## config.mk

```make
export PLATFORM = sky130hd
export DESIGN_NAME = disp_scheduler
export DESIGN_NICKNAME = d
export VERILOG_FILES = /design/src/rtl/disp_scheduler_pkg.sv /design/src/rtl/disp_rr_pick.sv /design/src/rtl/disp_scheduler.sv
export SDC_FILE = /design/constraint.sdc
export NUM_CORES = 1
export LEC_CHECK = 0
export BUFFER_PORTS_ARGS = -buffer_cell sky130_fd_sc_hd__buf_2
export CORE_UTILIZATION = 40
export DETAILED_ROUTE_END_ITERATION = 10
export HOLD_SLACK_MARGIN = 0.05
export SLEW_MARGIN = 20
export SYNTH_ARGS = -nofsm -noshare
export SYNTH_HDL_FRONTEND = slang
export SYNTH_HIERARCHICAL = 1
export SYNTH_SLANG_ARGS = --single-unit
```

## constraint.sdc

```tcl
create_clock -name clk -period 15.95 [get_ports clk]
set_clock_uncertainty 0.05 [all_clocks]
set_input_delay 1.595 -clock clk [delete_from_list [all_inputs] [get_ports clk]]
set_output_delay 1.595 -clock clk [all_outputs]
set_load 0.01 [all_outputs]
```

## src/rtl/disp_scheduler_pkg.sv

```systemverilog
// Shared definitions for the display scheduling blocks: FSM state
// encodings, select-width derivation and the blank display value.
package disp_scheduler_pkg;

  typedef enum logic [1:0] {
    IDLE   = 2'd0,
    AUTO   = 2'd1,
    MANUAL = 2'd2,
    HOLD   = 2'd3
  } disp_state_t;

  localparam logic [7:0] DISP_BLANK = 8'h00;

  // Width of a source index; never below 1 so a 2-source build still has a bit.
  function automatic int sel_width(input int n);
    return (n <= 2) ? 1 : $clog2(n);
  endfunction

endpackage

```

## src/rtl/disp_rr_pick.sv

```systemverilog
// Combinational round-robin picker: returns the first valid index after
// cur, wrapping modulo NUM_SRC. When cur is the only valid index, or when
// nothing is valid, cur itself is returned. any_valid flags a non-empty set.
module disp_rr_pick
  import disp_scheduler_pkg::*;
#(
  parameter  int NUM_SRC = 4,
  localparam int SEL_W   = sel_width(NUM_SRC)
) (
  input  logic [NUM_SRC-1:0] valid,
  input  logic [SEL_W-1:0]   cur,
  output logic [SEL_W-1:0]   next_idx,
  output logic               any_valid
);

  int unsigned best_d;
  int unsigned d;

  // Pick the valid index at the smallest forward distance from cur (cur itself counts last).
  always_comb begin
    best_d    = NUM_SRC + 1;
    d         = 0;
    next_idx  = cur;
    any_valid = |valid;
    for (int unsigned j = 0; j < NUM_SRC; j++) begin
      d = (j + NUM_SRC - 32'(cur)) % NUM_SRC;
      if (d == 0) d = NUM_SRC;
      if (valid[j] && (d < best_d)) begin
        best_d   = d;
        next_idx = SEL_W'(j);
      end
    end
  end

endmodule

```

## src/rtl/disp_scheduler.sv

```systemverilog
// Time-shares one two-digit hex display between NUM_SRC byte sources.
// Round-robin with a dwell timer, manual selection, freeze and turbo dwell.
// Optional macro DISP_SNAPSHOT_EN: data_out latches the selected value on
// source switches (and on leaving IDLE) instead of tracking it live.
module disp_scheduler
  import disp_scheduler_pkg::*;
#(
  parameter  int NUM_SRC        = 4,
  parameter  int DWELL_CYCLES   = 50000000,
  parameter  int TURBO_DIV_LOG2 = 4,
  localparam int SEL_W          = sel_width(NUM_SRC)
) (
  input  logic                 clk,
  input  logic                 reset_n,
  input  logic [NUM_SRC*8-1:0] src_data,
  input  logic [NUM_SRC-1:0]   src_valid,
  input  logic                 manual_en,
  input  logic [SEL_W-1:0]     manual_sel,
  input  logic                 hold,
  input  logic                 turbo_mode,
  output logic [7:0]           data_out,
  output logic [SEL_W-1:0]     sel_out,
  output logic                 turbo_out,
  output logic                 switch_pulse
);

  localparam int CNT_W       = $clog2(DWELL_CYCLES);
  localparam int TURBO_SHIFT = DWELL_CYCLES >> TURBO_DIV_LOG2;
  localparam int TURBO_DWELL = (TURBO_SHIFT < 1) ? 1 : TURBO_SHIFT;
  localparam logic [CNT_W-1:0] NORM_LAST  = CNT_W'(DWELL_CYCLES - 1);
  localparam logic [CNT_W-1:0] TURBO_LAST = CNT_W'(TURBO_DWELL - 1);

  disp_state_t      state_q, state_n;
  logic [SEL_W-1:0] sel_n;
  logic [SEL_W-1:0] sel_prev;
  logic [SEL_W-1:0] pick_cur;
  logic [SEL_W-1:0] pick_idx;
  logic [SEL_W-1:0] man_sel;
  logic             any_valid;
  logic [CNT_W-1:0] cnt_q, cnt_n;
  logic [CNT_W-1:0] dwell_last;
  logic [7:0]       data_n;
  logic [7:0]       src_arr [NUM_SRC];

  // Unpack the source bus into per-source bytes.
  always_comb begin
    for (int unsigned i = 0; i < NUM_SRC; i++) begin
      src_arr[i] = src_data[8*i +: 8];
    end
  end

  // Picker input: from IDLE search "at or after" sel_out by starting one
  // position earlier; otherwise search strictly after sel_out.
  always_comb begin
    sel_prev = (sel_out == '0) ? SEL_W'(NUM_SRC - 1) : sel_out - 1'b1;
    pick_cur = (state_q == IDLE) ? sel_prev : sel_out;
  end

  disp_rr_pick #(
    .NUM_SRC (NUM_SRC)
  ) u_pick (
    .valid     (src_valid),
    .cur       (pick_cur),
    .next_idx  (pick_idx),
    .any_valid (any_valid)
  );

  // Manual index clamp and the active dwell limit.
  always_comb begin
    man_sel    = (32'(manual_sel) >= NUM_SRC) ? SEL_W'(NUM_SRC - 1) : manual_sel;
    dwell_last = turbo_mode ? TURBO_LAST : NORM_LAST;
  end

  // Next state, selection and dwell count in priority order.
  always_comb begin
    sel_n = sel_out;
    cnt_n = cnt_q;
    if (manual_en)                      state_n = MANUAL;
    else if (hold && (state_q != IDLE)) state_n = HOLD;
    else if (!any_valid)                state_n = IDLE;
    else                                state_n = AUTO;

    case (state_n)
      MANUAL: begin
        sel_n = man_sel;
        cnt_n = '0;
      end
      HOLD: ;
      IDLE: cnt_n = '0;
      AUTO: begin
        if (state_q == IDLE) begin
          sel_n = pick_idx;
          cnt_n = '0;
        end else if (state_q == MANUAL) begin
          cnt_n = '0;
        end else if (!src_valid[sel_out] || (cnt_q >= dwell_last)) begin
          sel_n = pick_idx;
          cnt_n = '0;
        end else begin
          cnt_n = cnt_q + 1'b1;
        end
      end
      default: ;
    endcase
  end

  // Display value for the next cycle.
  always_comb begin
`ifdef DISP_SNAPSHOT_EN
    data_n = data_out;
    if (state_n == IDLE) begin
      data_n = DISP_BLANK;
    end else if ((sel_n != sel_out) || (state_q == IDLE)) begin
      data_n = src_arr[sel_n];
    end else if (((state_n == HOLD) || (state_n == MANUAL)) && src_valid[sel_n] &&
                 (src_arr[sel_n] != data_out)) begin
      data_n = src_arr[sel_n];
    end
`else
    data_n = (state_n == IDLE) ? DISP_BLANK : src_arr[sel_n];
`endif
  end

  // State and output registers.
  always_ff @(posedge clk or negedge reset_n) begin
    if (!reset_n) begin
      state_q      <= IDLE;
      cnt_q        <= '0;
      sel_out      <= '0;
      data_out     <= DISP_BLANK;
      turbo_out    <= 1'b0;
      switch_pulse <= 1'b0;
    end else begin
      state_q      <= state_n;
      cnt_q        <= cnt_n;
      sel_out      <= sel_n;
      data_out     <= data_n;
      turbo_out    <= turbo_mode;
      switch_pulse <= (sel_n != sel_out);
    end
  end

endmodule

```

==> results.sh <==
export IMPL_status="finished, final reports clean"
export IMPL_period_needed_ns=6.534
export IMPL_fin_nets=468
export IMPL_power_density_nw_per_um2=87.58
export IMPL_r2r_cells=23
export IMPL_hold_start="cnt_q[20]"
export IMPL_areaGrowthSynthToFinish_pct=13.28
export IMPL_final_antenna_net_count=0
export IMPL_gp_congestion=0.8139
export IMPL_dp_hpwl_microns=5081
export IMPL_drive_gt1_frac=0.2203
export IMPL_synth_area_top_cells="dfrtp_1 32%, ha_1 12%, o21ai_0 6.8%"
export IMPL_swShare=0.3372
export IMPL_cts_max_level=2
export IMPL_syn_area_sq_um=3166
export IMPL_routed_via_density=5.584
export IMPL_die_area_sq_um=8274
export IMPL_grtUsageTotal=0.1814
export IMPL_grt_pass1_vias=2715
export IMPL_postLayoutCellArea_sq_um=3586
export IMPL_wl_microns=7057
export IMPL_hold_violations=0
export IMPL_worstSetupPathType="flip-flop to flip-flop"
export IMPL_required_ns=16.07
export IMPL_synthTopCellsByCount="43 x o21ai_0, 40 x dfrtp_1, 31 x ha_1, 23 x nand2_1, 23 x nor2_1"
export IMPL_cts_sinks=40
export IMPL_reg2reg_from="sel_out[0]"
export IMPL_antenna_cells=0
export IMPL_coreArea_sq_um=7687
export IMPL_yosysSeqAreaShare=0.3162
export IMPL_synthCells=346
export IMPL_finalCritPeriodShare=0.4097
export IMPL_comb_power_share=0.367
export IMPL_ys_async_sr_fraction=1.000
export IMPL_drtPass1Iterations=4
export IMPL_yosysUniqueCellTypes=59
export IMPL_pwr_share_clk=0.275
export IMPL_hold_buffers=0
export IMPL_avgSynthCellArea_sq_um=9.149
export IMPL_overflow=0
export IMPL_antenna_found_initial=0
export IMPL_tns_ns=0
export IMPL_ys_ff_latch=40
export IMPL_drtIter0Drc=79
export IMPL_reg2reg_to="data_out[3]"
export IMPL_synth_top_area_cell="dfrtp_1"
export IMPL_rsz0062_at_grt="false"
export IMPL_start_util=0.4118
export IMPL_startpoint_type="flip-flop"
export IMPL_clockBufferDepth=2
export IMPL_fp_dieW_microns=90.96
export IMPL_slew_viol_final=0
export IMPL_ir_drop_mv=0.04031
export IMPL_clock_latency_ns=0.29
export IMPL_cts_resized=0
export IMPL_yosysWarnings=6
export IMPL_drc_errors=0
export IMPL_die_h_microns=90.96
export IMPL_cp_end_kind="flip-flop"
export IMPL_setup_viol=0
export IMPL_synthesis_nets=420
export IMPL_instances_no_fill=497
export IMPL_fmax_ghz=0.1530
export IMPL_root_buffer="clkbuf_8"
export IMPL_path_max_fanout=17
export IMPL_maxCapViolCount=0
export IMPL_p_leak_nw=1.701
export IMPL_portBuffers=54
export IMPL_hold_path_class="flip-flop to flip-flop"
export IMPL_final_util=0.4665
export IMPL_pwr_share_seq=0.359
export IMPL_dpl_cell_count=489
export IMPL_synth_edff_count=0
export IMPL_fp_row_count=32
export IMPL_netlist_area_leader_share=0.3162
export IMPL_relSlewSlack=0.3005
export IMPL_grt_pass1_wl_microns=12480
export IMPL_ys_flop_type="dfrtp_1"
export IMPL_power_total_mw=0.3141
export IMPL_synth_most_common_cell="o21ai_0"
export IMPL_switching_power_mw=0.1059
export IMPL_grt_max_degree=41
export IMPL_cts_buffers=5
export IMPL_routedWlPerCell_microns=14.20
export IMPL_dpl_cell_area_sq_um=3470
export IMPL_vias=2775
export IMPL_num_io_pins=55
export IMPL_tightest_slew_ns=1.049
export IMPL_clk_pin_slew_ns=0.09
export IMPL_min_to="cnt_q[20]"
export IMPL_post_cts_repair_setup_buffers=0
export IMPL_hold_depth=1
export IMPL_arrival_ns=6.66
export IMPL_r2r_setup_slack_ns=9.42
export IMPL_cts_tree="yes"
export IMPL_intPower_mw=0.2081
layer usage:
| layer | GRT usage | vias up | part of all wire |
|---|---|---|---|
| li1 | - | 1388 | - |
| met1 | 0.2478 | 1318 | 0.49 |
| met2 | 0.3074 | 64 | 0.46 |
| met3 | 0.03183 | 5 | 0.042 |
| met4 | 0.02381 | 0 | 0.0035 |
| met5 | 0 | - | 0 |
how the worst max path moves through the flow:
| stage | to | from | depth (start not counted) |
|---|---|---|---|
| 5_1_grt | data_out[5] | sel_out[0] | 24 |
| 4_1_cts | data_out[3] | sel_out[0] | 24 |
| 3_5_place_dp | data_out[3] | src_valid[0] | 21 |
| 3_3_place_gp | data_out[2] | src_valid[0] | 21 |
| 6_report | data_out[3] | sel_out[0] | 23 |
| 2_1_floorplan | data_out[0] | src_valid[0] | 23 |
state kept, by name, indices dropped and copies added, names as in the netlist:
name / count
cnt_q: 26
data_out: 8
sel_out: 2
state_q: 2
switch_pulse: 1
turbo_out: 1
cells by family (layout without fill, tap and decap cells):
| logic type | Yosys count | count (layout) | synth area share |
|---|---|---|---|
| simple gates | 120 | 120 | 0.2008 |
| compound gates | 104 | 104 | 0.2285 |
| flops | 40 | 40 | 0.3162 |
| fa+ha+maj | 31 | 31 | 0.1225 |
| buf+inv | 29 | 78 | 0.04980 |
| mux | 22 | 22 | 0.08221 |
layout by cell type, fill, tap and decap left out, types with 5 or more instances in the layout:
master and n:
a21oi_1 7, a31oi_1 5, and3_1 12, buf_2 54, clkbuf_8 5, dfrtp_1 40
ha_1 31, inv_1 15, mux2i_1 17, nand2_1 23, nand2b_1 7, nand3_1 17
nand4_1 6, nor2_1 23, nor2b_1 8, o21ai_0 43, o22ai_2 8, o31ai_1 13
area by class of cell:
type	instances	area [sq um]
clock inverters	3	47.55
flip-flops and latches	40	1001
clock buffers	5	68.82
repair buffers	55	277.8
inverters	15	56.30
multi-input cells	277	2007
fillers	774	4101
well taps	102	127.6
critical path, cell delays in order (launching register included):
cell      delay, ns
dfrtp_1        0.46
inv_1          0.16
ha_1           0.31
o21ai_0        0.43
inv_1          0.16
ha_1           0.27
ha_1           0.21
or3b_1         0.48
a31oi_1        0.32
ha_1           0.29
o21ai_0        0.11
nand2_1        0.13
o31a_4         0.18
mux2_4         0.29
ha_1           0.19
nor3b_1        0.19
o21ai_0        0.11
a221o_1        0.31
o211ai_1       0.16
nand2_1        0.09
mux2_4         0.28
o21ai_2        0.80
mux2i_1        0.34
o22ai_2        0.10
metrics by stage:
| stage | hold slack [ns] | worst slack, ns |
|---|---|---|
| 2_1_floorplan | 0.4131 | 10.31 |
| 3_3_place_gp | 0.4527 | 9.449 |
| 3_5_place_dp | 0.4503 | 9.309 |
| 4_1_cts | 0.4627 | 9.405 |
| 5_1_grt | 0.4746 | 8.843 |
| 6_report | 0.4571 | 9.416 |
power groups by stage:
| stage | combinational [mW] | clock, mW | sequential [mW] |
|---|---|---|---|
| floorplan | 0.0856 | 0 | 0.118 |
| global placement | 0.114 | 0 | 0.114 |
| detailed placement | 0.115 | 0 | 0.114 |
| CTS | 0.116 | 0.0892 | 0.113 |
| global route | 0.129 | 0.0931 | 0.114 |
| finish | 0.115 | 0.0862 | 0.113 |
No activity file was read; power rests on OpenSTA's default activity.
